### config.mk
export PLATFORM = sky130hd
export DESIGN_NAME = fifo_write_controller_flat
export DESIGN_NICKNAME = d
export VERILOG_FILES = /design/src/rtl/fifo_pkg.sv /design/src/rtl/fifo_write_controller_if.sv /design/src/rtl/gray_ptr_sync.sv /design/src/rtl/fifo_write_controller.sv /design/src/flat_wrapper.sv
export SDC_FILE = /design/constraint.sdc
export NUM_CORES = 1
export LEC_CHECK = 0
export ABC_AREA = 1
export CAP_MARGIN = 30
export CORE_UTILIZATION = 28
export DETAILED_ROUTE_END_ITERATION = 7
export PLACE_DENSITY = 0.48
export RECOVER_POWER = 100
export SYNTH_ARGS = -nofsm -noshare
export SYNTH_HDL_FRONTEND = slang
export SYNTH_HIERARCHICAL = 1
export SYNTH_SLANG_ARGS = --single-unit
### constraint.sdc
create_clock -name w_clk -period 3.2 [get_ports w_clk]
set_input_delay 0.64 -clock w_clk [delete_from_list [all_inputs] [get_ports w_clk]]
set_output_delay 0.64 -clock w_clk [all_outputs]
set_load 0.03 [all_outputs]
### src/rtl/fifo_pkg.sv
// -----------------------------------------------------------------------------
// fifo_pkg
// Shared definitions for the dual-clock FIFO controllers.
//   - DEFAULT_NUM_ADDRESS : default FIFO depth
//   - addr_width()        : address width for a given depth
//   - bin2gray/gray2bin   : width-agnostic pointer code conversion (up to
//                           CODE_W bits). Zero-extending the input leaves
//                           both codes unchanged in the low bits, so callers
//                           cast to and from their own pointer width.
// -----------------------------------------------------------------------------
package fifo_pkg;

  localparam int DEFAULT_NUM_ADDRESS = 8;
  localparam int CODE_W              = 32;

  function automatic int addr_width(input int num_address);
    return $clog2(num_address);
  endfunction

  function automatic logic [CODE_W-1:0] bin2gray(input logic [CODE_W-1:0] bin);
    return bin ^ (bin >> 5'd1);
  endfunction

  function automatic logic [CODE_W-1:0] gray2bin(input logic [CODE_W-1:0] gray);
    logic [CODE_W-1:0] bin;
    bin[CODE_W-1] = gray[CODE_W-1];
    for (int i = CODE_W - 2; i >= 0; i--) begin
      bin[i] = bin[i+1] ^ gray[i];
    end
    return bin;
  endfunction

endpackage

### src/rtl/fifo_write_controller_if.sv
// -----------------------------------------------------------------------------
// fifo_write_controller_if
// Bundles the producer handshake, the cross-domain pointers and the memory
// write port of the FIFO write-side controller.
//   master : producer / read-domain side (drives push, overflow_clear,
//            rd_ptr_gray; observes everything else)
//   slave  : the write controller itself
// -----------------------------------------------------------------------------
interface fifo_write_controller_if #(
  parameter int ADDR_W = 3
);

  logic              push;
  logic              overflow_clear;
  logic [ADDR_W:0]   rd_ptr_gray;
  logic              write_enable;
  logic [ADDR_W-1:0] write_address;
  logic [ADDR_W:0]   wr_ptr_gray;
  logic              full;
  logic              almost_full;
  logic [ADDR_W:0]   fill_level;
  logic              overflow;

  modport master (
    output push, overflow_clear, rd_ptr_gray,
    input  write_enable, write_address, wr_ptr_gray,
    input  full, almost_full, fill_level, overflow
  );

  modport slave (
    input  push, overflow_clear, rd_ptr_gray,
    output write_enable, write_address, wr_ptr_gray,
    output full, almost_full, fill_level, overflow
  );

endinterface

### src/rtl/gray_ptr_sync.sv
// -----------------------------------------------------------------------------
// gray_ptr_sync
// Multi-flop synchroniser for a Gray-coded pointer crossing clock domains.
// Only one bit of the source changes at a time, so each stage can capture
// the bus without a coherency problem.
//   clk, rst : destination clock, asynchronous active-high reset
//   ptr_i    : Gray pointer from the other clock domain
//   ptr_o    : pointer after STAGES flops
// -----------------------------------------------------------------------------
module gray_ptr_sync #(
  parameter int W      = 4,
  parameter int STAGES = 2
) (
  input  logic         clk,
  input  logic         rst,
  input  logic [W-1:0] ptr_i,
  output logic [W-1:0] ptr_o
);

  logic [W-1:0] stage_q [STAGES];

  // Shift the pointer through the synchroniser chain.
  always_ff @(posedge clk or posedge rst) begin
    if (rst) begin
      for (int i = 0; i < STAGES; i++) begin
        stage_q[i] <= '0;
      end
    end else begin
      stage_q[0] <= ptr_i;
      for (int i = 1; i < STAGES; i++) begin
        stage_q[i] <= stage_q[i-1];
      end
    end
  end

  assign ptr_o = stage_q[STAGES-1];

endmodule

### src/rtl/fifo_write_controller.sv
// -----------------------------------------------------------------------------
// fifo_write_controller
// Write-side control of a dual-clock FIFO, entirely in the w_clk domain.
//   w_clk, reset : write clock, asynchronous active-high reset
//   bus (slave)  : push / overflow_clear from the producer, rd_ptr_gray from
//                  the read domain; write_enable / write_address to the
//                  memory; wr_ptr_gray to the read domain; full,
//                  almost_full, fill_level and sticky overflow status.
// NUM_ADDRESS must be a power of two >= 2, SYNC_STAGES >= 2 and the
// interface must be built with ADDR_W = $clog2(NUM_ADDRESS).
// -----------------------------------------------------------------------------
module fifo_write_controller
  import fifo_pkg::*;
#(
  parameter int NUM_ADDRESS        = DEFAULT_NUM_ADDRESS,
  parameter int ALMOST_FULL_THRESH = NUM_ADDRESS - 2,
  parameter int SYNC_STAGES        = 2
) (
  input logic                    w_clk,
  input logic                    reset,
  fifo_write_controller_if.slave bus
);

  localparam int ADDR_W = addr_width(NUM_ADDRESS);
  localparam int PTR_W  = ADDR_W + 1;

  // Full means the write pointer is exactly one lap ahead: top two Gray bits
  // inverted, the rest equal. For ADDR_W=1 this inverts both bits.
  localparam logic [PTR_W-1:0] FULL_MASK = PTR_W'(2'b11) << (ADDR_W - 1);
  localparam logic [PTR_W-1:0] AF_THRESH = PTR_W'(ALMOST_FULL_THRESH);

  logic [PTR_W-1:0] wr_bin_q, wr_bin_d;
  logic [PTR_W-1:0] wr_gray_q, wr_gray_d;
  logic [PTR_W-1:0] fill_q, fill_d;
  logic             full_q, full_d;
  logic             af_q, af_d;
  logic             ovf_q, ovf_d;
  logic [PTR_W-1:0] rd_sync_s;
  logic [PTR_W-1:0] rd_bin_s;
  logic             write_enable_s;

  gray_ptr_sync #(
    .W      (PTR_W),
    .STAGES (SYNC_STAGES)
  ) u_rd_sync (
    .clk   (w_clk),
    .rst   (reset),
    .ptr_i (bus.rd_ptr_gray),
    .ptr_o (rd_sync_s)
  );

  // Gate with reset so a push held through reset cannot strobe the memory.
  assign write_enable_s = bus.push & ~full_q & ~reset;

  // Next pointer, flags and fill level, recomputed every cycle so that a
  // moving read pointer updates them even when nothing is pushed.
  always_comb begin
    wr_bin_d  = wr_bin_q + PTR_W'(write_enable_s);
    wr_gray_d = PTR_W'(bin2gray(CODE_W'(wr_bin_d)));
    rd_bin_s  = PTR_W'(gray2bin(CODE_W'(rd_sync_s)));
    full_d    = (wr_gray_d == (rd_sync_s ^ FULL_MASK));
    fill_d    = wr_bin_d - rd_bin_s;
    af_d      = (fill_d >= AF_THRESH);
    ovf_d     = ovf_q;
    // A refused push outranks a simultaneous clear.
    if (bus.push && full_q) begin
      ovf_d = 1'b1;
    end else if (bus.overflow_clear) begin
      ovf_d = 1'b0;
    end else begin
      ovf_d = ovf_q;
    end
  end

  // State and status registers.
  always_ff @(posedge w_clk or posedge reset) begin
    if (reset) begin
      wr_bin_q  <= '0;
      wr_gray_q <= '0;
      fill_q    <= '0;
      full_q    <= 1'b0;
      af_q      <= 1'b0;
      ovf_q     <= 1'b0;
    end else begin
      wr_bin_q  <= wr_bin_d;
      wr_gray_q <= wr_gray_d;
      fill_q    <= fill_d;
      full_q    <= full_d;
      af_q      <= af_d;
      ovf_q     <= ovf_d;
    end
  end

  // Memory sees the pre-increment address during the accepting cycle.
  assign bus.write_enable  = write_enable_s;
  assign bus.write_address = wr_bin_q[ADDR_W-1:0];
  assign bus.wr_ptr_gray   = wr_gray_q;
  assign bus.full          = full_q;
  assign bus.almost_full   = af_q;
  assign bus.fill_level    = fill_q;
  assign bus.overflow      = ovf_q;

endmodule

### src/flat_wrapper.sv
// flat-port wrapper written by rule: the top's interface ports become plain ports
module fifo_write_controller_flat import fifo_pkg::*;
#(
  parameter int NUM_ADDRESS        = DEFAULT_NUM_ADDRESS,
  parameter int ALMOST_FULL_THRESH = NUM_ADDRESS - 2,
  parameter int SYNC_STAGES        = 2
)
  (w_clk, reset, bus_push, bus_overflow_clear, bus_rd_ptr_gray, bus_write_enable, bus_write_address, bus_wr_ptr_gray, bus_full, bus_almost_full, bus_fill_level, bus_overflow);
  fifo_write_controller_if #(.ADDR_W((3))) bus_i ();
  input logic w_clk;
  input logic reset;
  input wire logic [$bits(bus_i.push)-1:0] bus_push;
  input wire logic [$bits(bus_i.overflow_clear)-1:0] bus_overflow_clear;
  input wire logic [$bits(bus_i.rd_ptr_gray)-1:0] bus_rd_ptr_gray;
  output wire logic [$bits(bus_i.write_enable)-1:0] bus_write_enable;
  output wire logic [$bits(bus_i.write_address)-1:0] bus_write_address;
  output wire logic [$bits(bus_i.wr_ptr_gray)-1:0] bus_wr_ptr_gray;
  output wire logic [$bits(bus_i.full)-1:0] bus_full;
  output wire logic [$bits(bus_i.almost_full)-1:0] bus_almost_full;
  output wire logic [$bits(bus_i.fill_level)-1:0] bus_fill_level;
  output wire logic [$bits(bus_i.overflow)-1:0] bus_overflow;
  assign bus_i.push = bus_push;
  assign bus_i.overflow_clear = bus_overflow_clear;
  assign bus_i.rd_ptr_gray = bus_rd_ptr_gray;
  assign bus_write_enable = bus_i.write_enable;
  assign bus_write_address = bus_i.write_address;
  assign bus_wr_ptr_gray = bus_i.wr_ptr_gray;
  assign bus_full = bus_i.full;
  assign bus_almost_full = bus_i.almost_full;
  assign bus_fill_level = bus_i.fill_level;
  assign bus_overflow = bus_i.overflow;
  fifo_write_controller #(.NUM_ADDRESS(NUM_ADDRESS), .ALMOST_FULL_THRESH(ALMOST_FULL_THRESH), .SYNC_STAGES(SYNC_STAGES)) u_core (.w_clk(w_clk), .reset(reset), .bus(bus_i));
endmodule
### After elaboration in Yosys (flattened, before gate mapping)

Index checks and enable logic that the tools add are counted.
Widths: inputs -> output; s select.

* memory bits (writable): 0
* memory bits (read-only): 0
* word-level logic and storage cells: 25
* memories kept: 0
* flip-flop bits (word level): 23
* bits in latches: 0

* bitwise operators: 9
* muxes and demuxes: 2
* reduce and logical (&&, ||, !) cells: 2
* order comparisons: 1
* div/mod/pow operators: 0
* $add $sub $neg: 2
* multiply operators: 0
* shift-type cells: 0
* eq/ne operators: 1

Operators by type and width (number)
* $add 4x1->4: 1
* $eq 4x4->1: 1
* $ge 4x3->1 const B: 1
* $sub 4x4->4: 1
* $xor 4x3->4: 1
* $xor 1x1->1: 3
* $and 1x1->1: 2
* $mux 1: 2
* $not 1->1: 2
* $not 2->2: 1
* $reduce_bool 2->1: 1
* $logic_and 1x1->1: 1

### Logic depth before layout (Yosys ltp)

* depth after elaboration: 6
* gate-level depth with buffers: 12
* mapped depth without buffers: 12

### By module

Netlist, hierarchy kept.

Modules (own cells, without submodules)
* fifo_write_controller: instances 1, cells an instance 90, area each 763.2 um^2
* gray_ptr_sync: instances 1, cells an instance 13, area each 234.0 um^2

### Worst setup path before layout

OpenSTA, ideal clock, no wires.

* path kind: input-to-reg
* start point: in reset
* end point: reg u_core.af_q (netlist: u_core/bus.almost_full)
* cell stages on the path: 10
* path slack: 0.260 ns
* arrival time: 2.814 ns
* setup time: 0.126 ns
* cell sequence: nor3b_1 > ha_1 > ha_1 > ha_1 > inv_1 > nor2_1 > o21ai_0 > nand2_1 > nand3_1 > nand3_1

* word-level cells in the longest chain between the ends: 5

Ends and longest elaborated chain
* start, declared: line flat_wrapper.sv:11 `input logic reset;`
* $not 1->1: line fifo_write_controller.sv:53 `assign write_enable_s = bus.push & ~full_q & ~reset;`
* $and 1x1->1: line fifo_write_controller.sv:53
* $add 4x1->4: line fifo_write_controller.sv:58 `wr_bin_d = wr_bin_q + PTR_W'(write_enable_s);`
* named net u_core.wr_bin_d[1]: line fifo_write_controller.sv:32 `logic [PTR_W-1:0] wr_bin_q, wr_bin_d;`
* $sub 4x4->4: line fifo_write_controller.sv:62 `fill_d = wr_bin_d - rd_bin_s;`
* $ge 4x3->1: line fifo_write_controller.sv:63 `af_d = (fill_d >= AF_THRESH);`
* named net u_core.af_d: line fifo_write_controller.sv:36 `logic af_q, af_d;`
* end signal, assigned: line fifo_write_controller.sv:82 `af_q <= 1'b0;`
* end signal, assigned: line fifo_write_controller.sv:89 `af_q <= af_d;`
* end, declared: line fifo_write_controller.sv:36

The timed path passes the listed nets, and every way through them passes these cells.
A chain may end at the register's enable or synchronous reset.

### Final worst setup path

* start point: in reset
* end point: out bus_write_enable

* word-level cells in the longest chain between the ends: 2

Ends and longest elaborated chain
* $not 1->1: line fifo_write_controller.sv:53
* $and 1x1->1: line fifo_write_controller.sv:53
* end, declared: line flat_wrapper.sv:15 `output wire logic [$bits(bus_i.write_enable)-1:0] bus_write_enable;`

No other way between the ends.

==> impl_summary.md <==
Yosys
The synthesized netlist occupies a cell area of 997.2 um^2. The number of nets produced by synthesis is ~120. A synthesized cell averages about 9.7 um^2. For this run, the number of Yosys warnings is 6. The synthesized instance count is around 100. The number of distinct library cells after synthesis is 16. The flip-flop and latch count after synthesis is 22.

The proportion of synthesized chip area in sequential cells is 0.5521.

Flow run
The number of max-cap violations is 0.

Die
For this configuration, the core starts out at a cell density of 0.2965. The standard cell core area is 0.003363 mm^2. The standard-cell row count is 21. The die span in x is between 60 and 70 um. In this run the count of I/O pins placed on the die edge is 23. In this run the vertical extent of the chip is just over 60 um.

The die covers about 0.0038 mm^2.

Setup path
On the worst path, the slowest cell contributes a delay of between 700 and 800 ps. The worst-case reg-to-reg path depth is 11. For the worst setup path, the data required time is about 2600 ps.

The type of destination of the critical path is an output port. The maximum fanout along the worst path is 3. The combined buffer and inverter count along the critical path is 2. The arrival time reported for the critical path endpoint is between 2000 and 2500 ps. The worst setup path is launched from an input port. The slowest stage of the critical path is the sky130_fd_sc_hd__dlygate4sd3_1 cell. Walking the worst path, the cells encountered are dlygate4sd3_1, nor3b_1, dlygate4sd3_1.

The critical path crosses 3 cells after its start point. The cell family contributing the most delay on the critical path is buffers and inverters. In this design, the critical path's most frequently occurring cell is sky130_fd_sc_hd__dlygate4sd3_1. The critical path is of the in -> out type.

GRT
The total global-route track usage is 0.1129. In the global route stage, met3 resource usage came out at 0.01891. For met2 alone, demand over resource in global routing was 0.1935. In the global route stage, met1 resource usage came out at 0.1281.

The wire length of the first global-routing pass is about 3000 um. After global routing the overflow that remains totals 0. The number of antenna violations at the first check in global routing came to 0.

The largest net degree at the start of global routing is 15. The via count of the first global-routing pass is just over 700. The global routing stage identified its most utilized layer as met2.

STA
The smallest clock period supported by the final layout is computed as between 2000 and 3000 ps. In the finished design, the share of the clock period the worst path needs comes to 0.9115. The final total negative setup slack is 0 ps. The remaining max-slew budget at the tightest pin is 0.6216. The timing-limited maximum frequency is roughly 340 MHz.

Setup violations remaining at the end of the flow were counted as 0. The number of hold violations in the final report was 0. The clock arrives with approximately 2.4 ps of skew. Setup repair after global routing left no endpoint under its margin. The max-slew violation count is 0. The actual transition at the worst max-transition pin is around 570 ps.

Power
The worst IR drop on VDD is 0.0002814 V. Dividing total power by cell area gives a power density of slightly below 1000 mW/mm^2. Power comes to 1245 uW. In this run the static leakage power is between 0.0006 and 0.0007 uW.

Clocking
The number of buffers inserted by post-CTS setup repair is 0. The count of instances resized after the clock tree is built is 0. For this design, the sink count on the clock tree is 22. At the later pin of the worst-skew pair, clock insertion delay measures 300 ps.

The number of hold buffers added after CTS was 0. The CTS tree is built. CTS built an H-tree with a depth of 1. The root buffer cell chosen for the clock tree is sky130_fd_sc_hd__clkbuf_4.

The buffer levels on the longest clock path is 2. The CTS buffer count is 3. After clock tree synthesis, the clock-pin slew on the worst setup and hold paths is ~110 ps.

Placed design
Input and output buffers added on the ports amount to 22. The HPWL after detailed placement is about 1400 um. The routability congestion estimate from global placement is just over 0.8.

Cells and area
From synthesis to final layout, the design area changed by 26.85%. The net count of the finished layout is between 100 and 150. The share of final-layout standard cells stronger than drive strength 1 is 0.04839. The count of inserted antenna diode cells is 0.

Detailed routing
In the final routed layout, each cell accounts on average for around 10 um. The routed wire length is approximately 1700 um. After detailed routing, the number of remaining DRC violations is 0.

The post-detailed-route count of antenna-violating nets is 0. The per-cell via count in the routed design is ~4. The total number of vias is 697.

The number of DRC violations after detailed-routing iteration 0 is 10. The number of iterations in the first detailed-routing pass is 4.

Hold path
The min-delay analysis places its worst path in the category reg -> reg. The worst hold path passes through 0 cells.

Outcome
The flow ran to the end, and the final reports show no timing, DRC or antenna violations.
==> state kept, by name, indices dropped and copies added (netlist names) <==
signal                    cells
u_core/bus.almost_full        1
u_core/u_rd_sync/ptr_o        4
u_core/bus.full               1
u_core/wr_bin_q               4
u_core/u_rd_sync/stage_q      4
u_core/bus.fill_level         4
u_core/bus.wr_ptr_gray        3
u_core/bus.overflow           1
==> layer usage <==
layer  vias up  part of all wire  routed length [um]
met5         -                 0                   0
met2        14              0.48                 818
li1        359                 -                   -
met3         5             0.033                  56
met1       319              0.45                 770
met4         0             0.028                  47
==> cell type report <==
| type | instances | area (um^2) |
|---|---|---|
| Clock buffer | 3 | 22.52 |
| Tap cell | 46 | 57.56 |
| Inverter | 18 | 67.56 |
| Fill cell | 370 | 2098 |
| Timing Repair Buffer | 22 | 220.2 |
| Multi-Input combinational cell | 59 | 346.6 |
| Sequential cell | 22 | 550.5 |
==> Yosys cell counts <==
cell type / n / share of area
sky130_fd_sc_hd__ha_1: 5 / 0.063
sky130_fd_sc_hd__nand4_1: 1 / 0.0063
sky130_fd_sc_hd__o21ai_0: 2 / 0.010
sky130_fd_sc_hd__nand3_1: 15 / 0.075
sky130_fd_sc_hd__nand2_2: 2 / 0.013
sky130_fd_sc_hd__nand2_1: 26 / 0.098
sky130_fd_sc_hd__fa_1: 1 / 0.020
sky130_fd_sc_hd__buf_4: 4 / 0.030
sky130_fd_sc_hd__dfrtp_1: 22 / 0.55
sky130_fd_sc_hd__xnor2_2: 1 / 0.016
sky130_fd_sc_hd__xor2_2: 1 / 0.016
sky130_fd_sc_hd__xnor2_1: 1 / 0.0088
sky130_fd_sc_hd__inv_1: 18 / 0.068
sky130_fd_sc_hd__nor2_1: 2 / 0.0075
sky130_fd_sc_hd__nor3b_1: 1 / 0.0075
sky130_fd_sc_hd__xor2_1: 1 / 0.0088
==> stage by stage <==
| step | instances | hold WS (ps) | setup slack, ps | cell area, um^2 | utilization |
|---|---|---|---|---|---|
| 6_report | 170 | 362.8 | 283.3 | 1265 | 0.3761 |
| 5_1_grt | 170 | 373.7 | 226.0 | 1265 | 0.3761 |
| 3_3_place_gp | 167 | 332.2 | 285.9 | 1245 | 0.3702 |
| 2_1_floorplan | 103 | 331.2 | 260.1 | 997.2 | - |
| 4_1_cts | 170 | 367.5 | 415.5 | 1267 | 0.3769 |
| 3_5_place_dp | 167 | 335.6 | 235.5 | 1245 | 0.3702 |
==> power by group <==
part           switching, uW  internal [uW]  total [uW]  leakage [uW]
Combinational            449            259         708      0.000379
Clock                   76.8           43.9         121     0.0000138
Sequential              43.5            373         416      0.000263
Total                    570            676        1250      0.000656
==> path summary, 6_finish.rpt <==
kind                            slack, ps                                  start                                   to
worst min register to register        360  u_core/u_rd_sync/stage_q[4]$_DFF_PP0_  u_core/u_rd_sync/ptr_o[0]$_DFF_PP0_
worst min-delay path                  360  u_core/u_rd_sync/stage_q[4]$_DFF_PP0_  u_core/u_rd_sync/ptr_o[0]$_DFF_PP0_
min in group asynchronous             750                                  reset  u_core/u_rd_sync/ptr_o[2]$_DFF_PP0_
worst max register to register       1020              u_core/bus.full$_DFF_PP0_     u_core/bus.almost_full$_DFF_PP0_
max in group asynchronous            1960                                  reset   u_core/bus.fill_level[0]$_DFF_PP0_
worst max-delay path                  280                                  reset                     bus_write_enable
==> worst reg2reg max path: stages (launching register included) <==
cell and delay [ps]:
sky130_fd_sc_hd__dfrtp_1 410, sky130_fd_sc_hd__nor3b_1 260, sky130_fd_sc_hd__ha_1 250, sky130_fd_sc_hd__ha_1 210, sky130_fd_sc_hd__inv_1 60, sky130_fd_sc_hd__nand2_1 50
sky130_fd_sc_hd__nand2_1 120, sky130_fd_sc_hd__ha_1 350, sky130_fd_sc_hd__o21ai_0 120, sky130_fd_sc_hd__nand2_1 80, sky130_fd_sc_hd__nand3_1 90, sky130_fd_sc_hd__nand3_1 70
==> cells by family (layout without fill, tap and decap cells) <==
family / count (synthesis) / in the layout / synth area share
buf+inv: 22 / 43 / 0.09786
fa+ha+maj: 6 / 6 / 0.08281
compound gates: 2 / 2 / 0.01004
flops: 22 / 22 / 0.5521
xor+xnor: 4 / 4 / 0.05020
simple gates: 47 / 47 / 0.2070
==> layout by cell type, fill, tap and decap left out <==
cell type,synthesis,routed
sky130_fd_sc_hd__dfrtp_1,22,22
sky130_fd_sc_hd__clkbuf_4,0,3
sky130_fd_sc_hd__nand2_1,26,27
sky130_fd_sc_hd__o21ai_0,2,2
sky130_fd_sc_hd__nor3b_1,1,1
sky130_fd_sc_hd__xnor2_2,1,1
sky130_fd_sc_hd__clkdlybuf4s50_1,0,1
sky130_fd_sc_hd__xor2_2,1,1
sky130_fd_sc_hd__nand2_2,2,1
sky130_fd_sc_hd__nor2_1,2,2
sky130_fd_sc_hd__nand4_1,1,1
sky130_fd_sc_hd__nand3_1,15,15
sky130_fd_sc_hd__xnor2_1,1,1
sky130_fd_sc_hd__xor2_1,1,1
sky130_fd_sc_hd__inv_1,18,18
sky130_fd_sc_hd__fa_1,1,1
sky130_fd_sc_hd__dlygate4sd3_1,0,21
sky130_fd_sc_hd__ha_1,5,5
Note: power is estimated with default switching activity, not from simulation.
